===== config.mk =====
export PLATFORM = sky130hd
export DESIGN_NAME = stage_param_loader
export DESIGN_NICKNAME = d
export VERILOG_FILES = /design/src/rtl/stage_param_loader.sv
export SDC_FILE = /design/constraint.sdc
export NUM_CORES = 1
export LEC_CHECK = 0
export ABC_AREA = 0
export BUFFER_PORTS_ARGS = -buffer_cell sky130_fd_sc_hd__buf_4
export CAP_MARGIN = 20
export CORE_AREA = 2 2 174 176
export DETAILED_ROUTE_END_ITERATION = 10
export DIE_AREA = 0 0 176 178
export PLACE_DENSITY = 0.66
export SYNTH_ARGS = -nofsm -noshare
export SYNTH_HDL_FRONTEND = slang
export SYNTH_SLANG_ARGS = --single-unit

===== constraint.sdc =====
create_clock -name clk_fpga -period 4.68 [get_ports clk_fpga]
set_clock_uncertainty 0.05 [all_clocks]
set_input_delay 0 -clock clk_fpga [delete_from_list [all_inputs] [get_ports clk_fpga]]
set_output_delay 0 -clock clk_fpga [all_outputs]
set_load 0.01 [all_outputs]

===== src/rtl/stage_param_loader.sv =====
// Requests one stage of database words, packs each classifier's words into a parameter
// bank for the evaluator, and captures the trailing threshold words.
// Optional feature macro: STAGE_PARAM_CHECK_EN (sticky sequence checker driving o_error).
module stage_param_loader #(
  parameter int ADDR_WIDTH               = 10,
  parameter int DATA_WIDTH_12            = 12,
  parameter int NUM_CLASSIFIERS_STAGE    = 10,
  parameter int NUM_PARAM_PER_CLASSIFIER = 19,
  parameter int NUM_STAGE_THRESHOLD      = 3
) (
  input  logic                                              clk_fpga,
  input  logic                                              reset_fpga,
  input  logic                                              i_start,
  output logic                                              o_rden,
  input  logic                                              i_data_valid,
  input  logic [DATA_WIDTH_12-1:0]                          i_data_database,
  input  logic [ADDR_WIDTH-1:0]                             i_classifier_index,
  input  logic [ADDR_WIDTH-1:0]                             i_tree_index,
  input  logic                                              i_end_count_database_index,
  output logic [NUM_PARAM_PER_CLASSIFIER*DATA_WIDTH_12-1:0] o_params,
  output logic [ADDR_WIDTH-1:0]                             o_tree_index,
  output logic                                              o_params_valid,
  input  logic                                              i_params_ready,
  output logic [NUM_STAGE_THRESHOLD*DATA_WIDTH_12-1:0]      o_stage_threshold,
  output logic                                              o_stage_done,
  output logic                                              o_busy,
  output logic                                              o_error
);
  localparam int NP   = NUM_PARAM_PER_CLASSIFIER;
  localparam int NT   = NUM_STAGE_THRESHOLD;
  localparam int DW   = DATA_WIDTH_12;
  localparam int NMAX = (NP > NT) ? NP : NT;
  localparam int CW   = $clog2(NMAX + 1);

  typedef enum logic [2:0] {IDLE, LOAD, PRESENT, THRESH, DONE} state_t;

  state_t                state, state_next;
  logic [CW-1:0]         req_cnt, slot_cnt, limit;
  logic [ADDR_WIDTH-1:0] cls_cnt;
  logic                  fetching, issue, capture, last_capture, accept, start_ok, last_cls;

  // A capture needs an outstanding request, so stray valids never move the counters.
  always_comb begin
    fetching     = (state == LOAD) || (state == THRESH);
    limit        = (state == THRESH) ? CW'(NT) : CW'(NP);
    issue        = fetching && (req_cnt < limit);
    capture      = fetching && i_data_valid && (slot_cnt < req_cnt);
    last_capture = capture && (slot_cnt == limit - CW'(1));
    accept       = (state == PRESENT) && i_params_ready;
    start_ok     = (state == IDLE) && i_start;
    last_cls     = (cls_cnt == ADDR_WIDTH'(NUM_CLASSIFIERS_STAGE - 1));
  end

  always_comb begin
    state_next = state;
    case (state)
      IDLE:    state_next = i_start ? LOAD : IDLE;
      LOAD:    state_next = last_capture ? PRESENT : LOAD;
      PRESENT: begin
        if (accept) state_next = last_cls ? THRESH : LOAD;
        else        state_next = PRESENT;
      end
      THRESH:  state_next = last_capture ? DONE : THRESH;
      DONE:    state_next = IDLE;
      default: state_next = IDLE;
    endcase
  end

  always_ff @(posedge clk_fpga or negedge reset_fpga) begin
    if (!reset_fpga) begin
      state             <= IDLE;
      req_cnt           <= '0;
      slot_cnt          <= '0;
      cls_cnt           <= '0;
      o_rden            <= 1'b0;
      o_params_valid    <= 1'b0;
      o_stage_done      <= 1'b0;
      o_busy            <= 1'b0;
      o_params          <= '0;
      o_stage_threshold <= '0;
    end else begin
      state          <= state_next;
      o_rden         <= issue;
      o_params_valid <= (state_next == PRESENT);
      o_stage_done   <= (state == DONE);
      o_busy         <= (state_next != IDLE);

      if (start_ok) begin
        req_cnt  <= '0;
        slot_cnt <= '0;
        cls_cnt  <= '0;
      end else if (accept) begin
        req_cnt  <= '0;
        slot_cnt <= '0;
        if (!last_cls) cls_cnt <= cls_cnt + ADDR_WIDTH'(1);
      end else begin
        if (issue)   req_cnt  <= req_cnt + CW'(1);
        if (capture) slot_cnt <= slot_cnt + CW'(1);
      end

      // Words land by arrival order; the upstream slot index is never used for placement.
      for (int k = 0; k < NP; k++) begin
        if (capture && (state == LOAD) && (slot_cnt == CW'(k)))
          o_params[DW*k +: DW] <= i_data_database;
      end
      for (int k = 0; k < NT; k++) begin
        if (capture && (state == THRESH) && (slot_cnt == CW'(k)))
          o_stage_threshold[DW*k +: DW] <= i_data_database;
      end
    end
  end

  assign o_tree_index = cls_cnt;

`ifdef STAGE_PARAM_CHECK_EN
  logic seq_err;

  always_comb begin
    seq_err = 1'b0;
    if (capture) begin
      if (i_classifier_index != ADDR_WIDTH'(slot_cnt)) seq_err = 1'b1;
      if ((state == LOAD) && (i_tree_index != cls_cnt)) seq_err = 1'b1;
      if ((state == THRESH) && last_capture && !i_end_count_database_index) seq_err = 1'b1;
    end else if (i_data_valid) begin
      seq_err = 1'b1;
    end
  end

  always_ff @(posedge clk_fpga or negedge reset_fpga) begin
    if (!reset_fpga)  o_error <= 1'b0;
    else if (start_ok) o_error <= 1'b0;
    else if (seq_err)  o_error <= 1'b1;
    else               o_error <= o_error;
  end
`else
  logic unused_check_inputs;
  assign unused_check_inputs = ^{i_classifier_index, i_tree_index, i_end_count_database_index};
  assign o_error = 1'b0;
`endif

endmodule


; Yosys cells after proc, flatten, opt, wreduce, memory -nomap -nowiden
; Index checks and enable logic that the tools add are counted.
[totals]
out_inout_bits = 279
input_bits = 38
elab_cells = 116
register_bits = 291
[classes]
n_mux = 16
n_eq_ne = 26
reduce_logical = 38
addsub = 4
order_cmp = 2
[ops]
columns = cell, n
row1 = $eq 5x4->1 const B, 8
row2 = $mux 5, 7
row3 = $logic_and 1x1->1, 30
row4 = $mux 10, 3
row5 = $eq 5x3->1 const B, 4
row6 = $eq 5x5->1 const B, 3
row7 = $pmux 3 s4, 1
row8 = $add 10x1->10 const B, 1
row9 = $add 5x1->5 const B, 2
row10 = $eq 10x4->1 const B, 1
row11 = $eq 5x2->1 const B, 2
row12 = $lt 5x5->1, 2
row13 = $eq 3x2->1 const B, 3
row14 = $reduce_bool 3->1, 3
row15 = $mux 2, 3
row16 = $eq 5x1->1 const B, 1
row17 = $eq 5x5->1, 1
row18 = $logic_not 5->1, 1
row19 = $sub 5x1->5 const B, 1
row20 = $eq 3x1->1 const B, 1
row21 = $eq 3x3->1 const B, 1
row22 = $logic_not 3->1, 1
row23 = $mux 3, 1
row24 = $ne 2x2->1 const B, 1
row25 = other kinds (4), 4

; Longest topological paths before layout
[depth]
depth_word = 8
mapped_depth = 9
ltp_nobuf = 7

; Worst setup path after synthesis
; Ideal clock, no wire load.
[synth_path]
path_kind = flip-flop to flip-flop
from = register req_cnt[4]
to = register o_params[219]
arrival_ns = 2.342
path_buffers = 3
setup_slack_ns = 2.163
stages_incl_launch_ff = 10
required_ns = 4.505
path_cell_list = dfrtp_1 inv_1 ha_1 and2_1 clkbuf_1 a21o_4 or4_4 buf_6 buf_6 mux2_4
[synth_via]
elab_chain_len = 4
[synth_rtl]
columns = element, line
row1 = "start, declared", 38  ; logic [CW-1:0] req_cnt, slot_cnt, limit;
row2 = "start signal, assigned", 97  ; if (issue) req_cnt <= req_cnt + CW'(1);
row3 = $lt 5x5->1, 47  ; capture = fetching && i_data_valid && (slot_cnt < req_cnt);
row4 = $logic_and 1x1->1, 47
row5 = $logic_and 1x1->1 (2 in series), 103  ; if (capture && (state == LOAD) && (slot_cnt == CW'(k)))
row6 = "end signal, assigned by index", 104  ; o_params[DW*k +: DW] <= i_data_database;
row7 = "end, declared", 20  ; output logic [NUM_PARAM_PER_CLASSIFIER*DATA_WIDTH_12-1:0] o_params,
; No other way between the ends.
; A chain may end at the register's enable or synchronous reset.

; Final worst setup path
[layout_path]
from = register slot_cnt[2]
to = register o_params[76]
[layout_via]
elab_chain_len = 4
word_cells_on_any_way = 5
[layout_rtl]
columns = element, line
row1 = "start, declared", 38
row2 = "start signal, assigned", 98  ; if (capture) slot_cnt <= slot_cnt + CW'(1);
row3 = $lt 5x5->1, 47
row4 = $logic_and 1x1->1, 47
row5 = $logic_and 1x1->1, 103
row6 = $logic_and 1x1->1 *, 103
; Mark *: on every way between the ends. The rest lies on a longest branch, timed or not.

==> flow_summary.toml <==
[sta]
setup_viol = 0
max_slew.worst_pin.slew_ns = 0.886
slew_headroom_pct = 40.9
timing.hold.ws_ns = 0.0558
max_freq_mhz = 303
setup_tns_ns = 0
slew_viol_final = 0
finalHoldViolCount = 0
fin_crit_sh_pct = 70.5
fin_crit_ns = 3.30
rsz0062_at_grt = "false"

[cells_and_area]
layout.nets = 1122
area.growth.synth_to_final_pct = 31.5
n_antenna_cell = 0
drive_above_1_share_pct = 57.1

[power_and_ir_drop]
p_leak_nw = 8.01
ir_drop_mv = 0.410
p_total_mw = 8.93
power_density_nw_per_um2 = 583

[die]
dieWidth_microns = 176
ioPinCount = 317
core_area_sq_um = 29400
fp-row-count = 63
fp.dieH_microns = 178
start_util_pct = 39.6
die_area_sq_um = 31300

[job]
cap_violations = 0

[clocking]
insertion_delay_ns = 0.55
cts_root_buf = "clkbuf_16"
cts_buffers = 31
clockBufferDepth = 3
tritoncts = "yes"
cts.sinks = 291
h-tree-depth = 1
path_clk_slew_ns = 0.06

[global_routing]
grt_pass1_wl_mm = 46.9
overflow = 0
grt_max_degree = 116
grt_pass1_vias = 7560
antenna_found_initial = 0
track_usage_pct = 19.4

[synth]
ys_seq_elements = 291
synth-simple-area-share_pct = 4.58
synthTopCellsByArea = "dfrtp_1 (63%), mux2_2 (24%), ha_1 (1.4%)"
synthXorXnorAreaFrac_pct = 0.978
synthAdderAreaFrac_pct = 1.40
yosysWarningCount = 0
netlist_area_sq_um = 11600
async_flop_share_pct = 100
synth-edff-count = 0
synth_top_family_by_area = "multiplexers"
synth.top_cell.area_share_pct = 62.5
synth_mux_area_share_pct = 26.0
syn_nets = 825
postSynthCellCount = 774
seq_area_frac_synth_pct = 62.5
ys_types = 48
avgSynthCellArea_sq_um = 15.0
yosys.area.top_type = "dfrtp_1"
ys.flop_type = "dfrtp_1"
synth-compound-area-share_pct = 1.79

[drt]
wl_mm = 30.6
dr.pass1.iters = 4
wl_met2_mm = 13.8
via_count = 7430
wl_met1_mm = 13.7
post_drt_wl_per_cell_microns = 20.6
via_per_inst = 5.01
drc = 0
route.met3.wl_mm = 2.28
final_antenna_net_count = 0
drt_iter0_drc = 326
highest_layer = "met4"

[setup_path]
r2r_start = "slot_cnt[2]"
critPathCaptureType = "flip-flop"
crit_start = "slot_cnt[2]"
worst_path_largest_cell_delay_ns = 0.68
startpoint_type = "flip-flop"
crit_type = "reg2reg"
crit_path_top_delay_cell = "nand3_1"
arrival_ns = 3.68
cp_cell_sequence = "ha_1, a21oi_1, o21ai_2, a2111oi_4, nand3_1, mux2_2"
cp.required_ns = 5.06
worstPathMaxFanout = 17

[min_path]
hp-class = "in2async"

[placement]
port_buffers = 294
gp_congestion = 0.804
dp_hpwl_mm = 20.9

[outcome]
status = "completed"
==> cells in the final DEF, fill, tap and decap left out, types with 8 or more instances in the layout <==
cell	Yosys	final
buf_4	1	302
clkbuf_16	0	31
clkbuf_8	0	8
dfrtp_1	291	291
dlygate4sd3_1	0	17
ha_1	13	13
inv_1	13	13
mux2_2	251	251
mux2_4	8	8
nand2_1	25	25
nand3_1	10	10
nor2_1	19	19
xnor2_1	11	11
==> routing by layer <==
layer | vias up | global-route usage (%)
met1 | 3817 | 26.7
met5 | - | 0
met3 | 49 | 5.54
li1 | 3320 | -
met2 | 244 | 30.4
met4 | 0 | 4.89
==> cells by family after synthesis <==
group	Yosys count
compound gates	22
other cells	1
simple gates	98
flops	291
buf+inv	69
xor+xnor	13
mux	267
fa+ha+maj	13
==> final timing paths <==
path	end	slack, ns	cells past startpoint
setup / recovery	o_params[76]	1.38	6
min in group clk_fpga	o_stage_threshold[4]	0.42	3
max in group asynchronous	o_params[122]	3.24	3
hold / removal	o_tree_index[4]	0.06	2
hold reg to reg	o_stage_threshold[4]	0.45	1
setup reg to reg	o_params[76]	1.38	6
==> cell type report <==
class                      count  area (sq um)
clock buffer                  44           905
multi-input combinational    414          4060
tap                          390           488
timing repair buffer         320          2450
sequential                   291          7280
clock inverter                10          83.8
inverter                      13          48.8
fill                        2530         14100
==> per-stage QoR <==
step,instances,instance area [sq um],setup WS (ns),util (%)
4_1_cts,1482,15300,1.38,52.1
2_1_floorplan,774,11600,2.16,-
6_report,1482,15300,1.38,52.1
3_5_place_dp,1411,14200,1.39,48.2
3_3_place_gp,1410,14200,1.41,48.1
5_1_grt,1482,15300,1.13,52.1
==> timing repair <==
action,CTS,global route
hold buffers,17,0
resized for setup,0,0
buffers inserted,0,0
hold endpoints to repair,391,0
==> where the power goes <==
group	internal, mW	switching (mW)
registers	3.23	0.452
clock network	1.39	0.985
logic	1.55	1.32
==> worst max-delay path, delay by kind of cell, from the launching register on <==
family | cells | cell delay (ns)
DFF | 1 | 0.66
AOI/OAI and AO/OA | 3 | 0.94
muxes | 1 | 0.50
and+or+nand+nor | 1 | 0.68
adders and majority gates | 1 | 0.34
==> sequential cells by signal (all words and copies together) (netlist names) <==
signal / cells
o_params: 228
o_stage_done: 1
o_stage_threshold: 36
state: 3
o_busy: 1
slot_cnt: 5
o_rden: 1
o_tree_index: 10
req_cnt: 5
o_params_valid: 1
==> synth_stat cells (4+ instances only) <==
library cell	count
mux2_4	8
nand2_1	25
nand3_1	10
mux2_2	251
nor2_1	19
a211oi_1	5
a21oi_1	4
ha_1	13
dfrtp_1	291
nor2b_1	6
mux2_1	5
inv_1	13
xnor2_1	11
buf_2	19
nor3_1	6
nand4_1	6
clkbuf_1	32
Power figures use the tool's default switching activity.
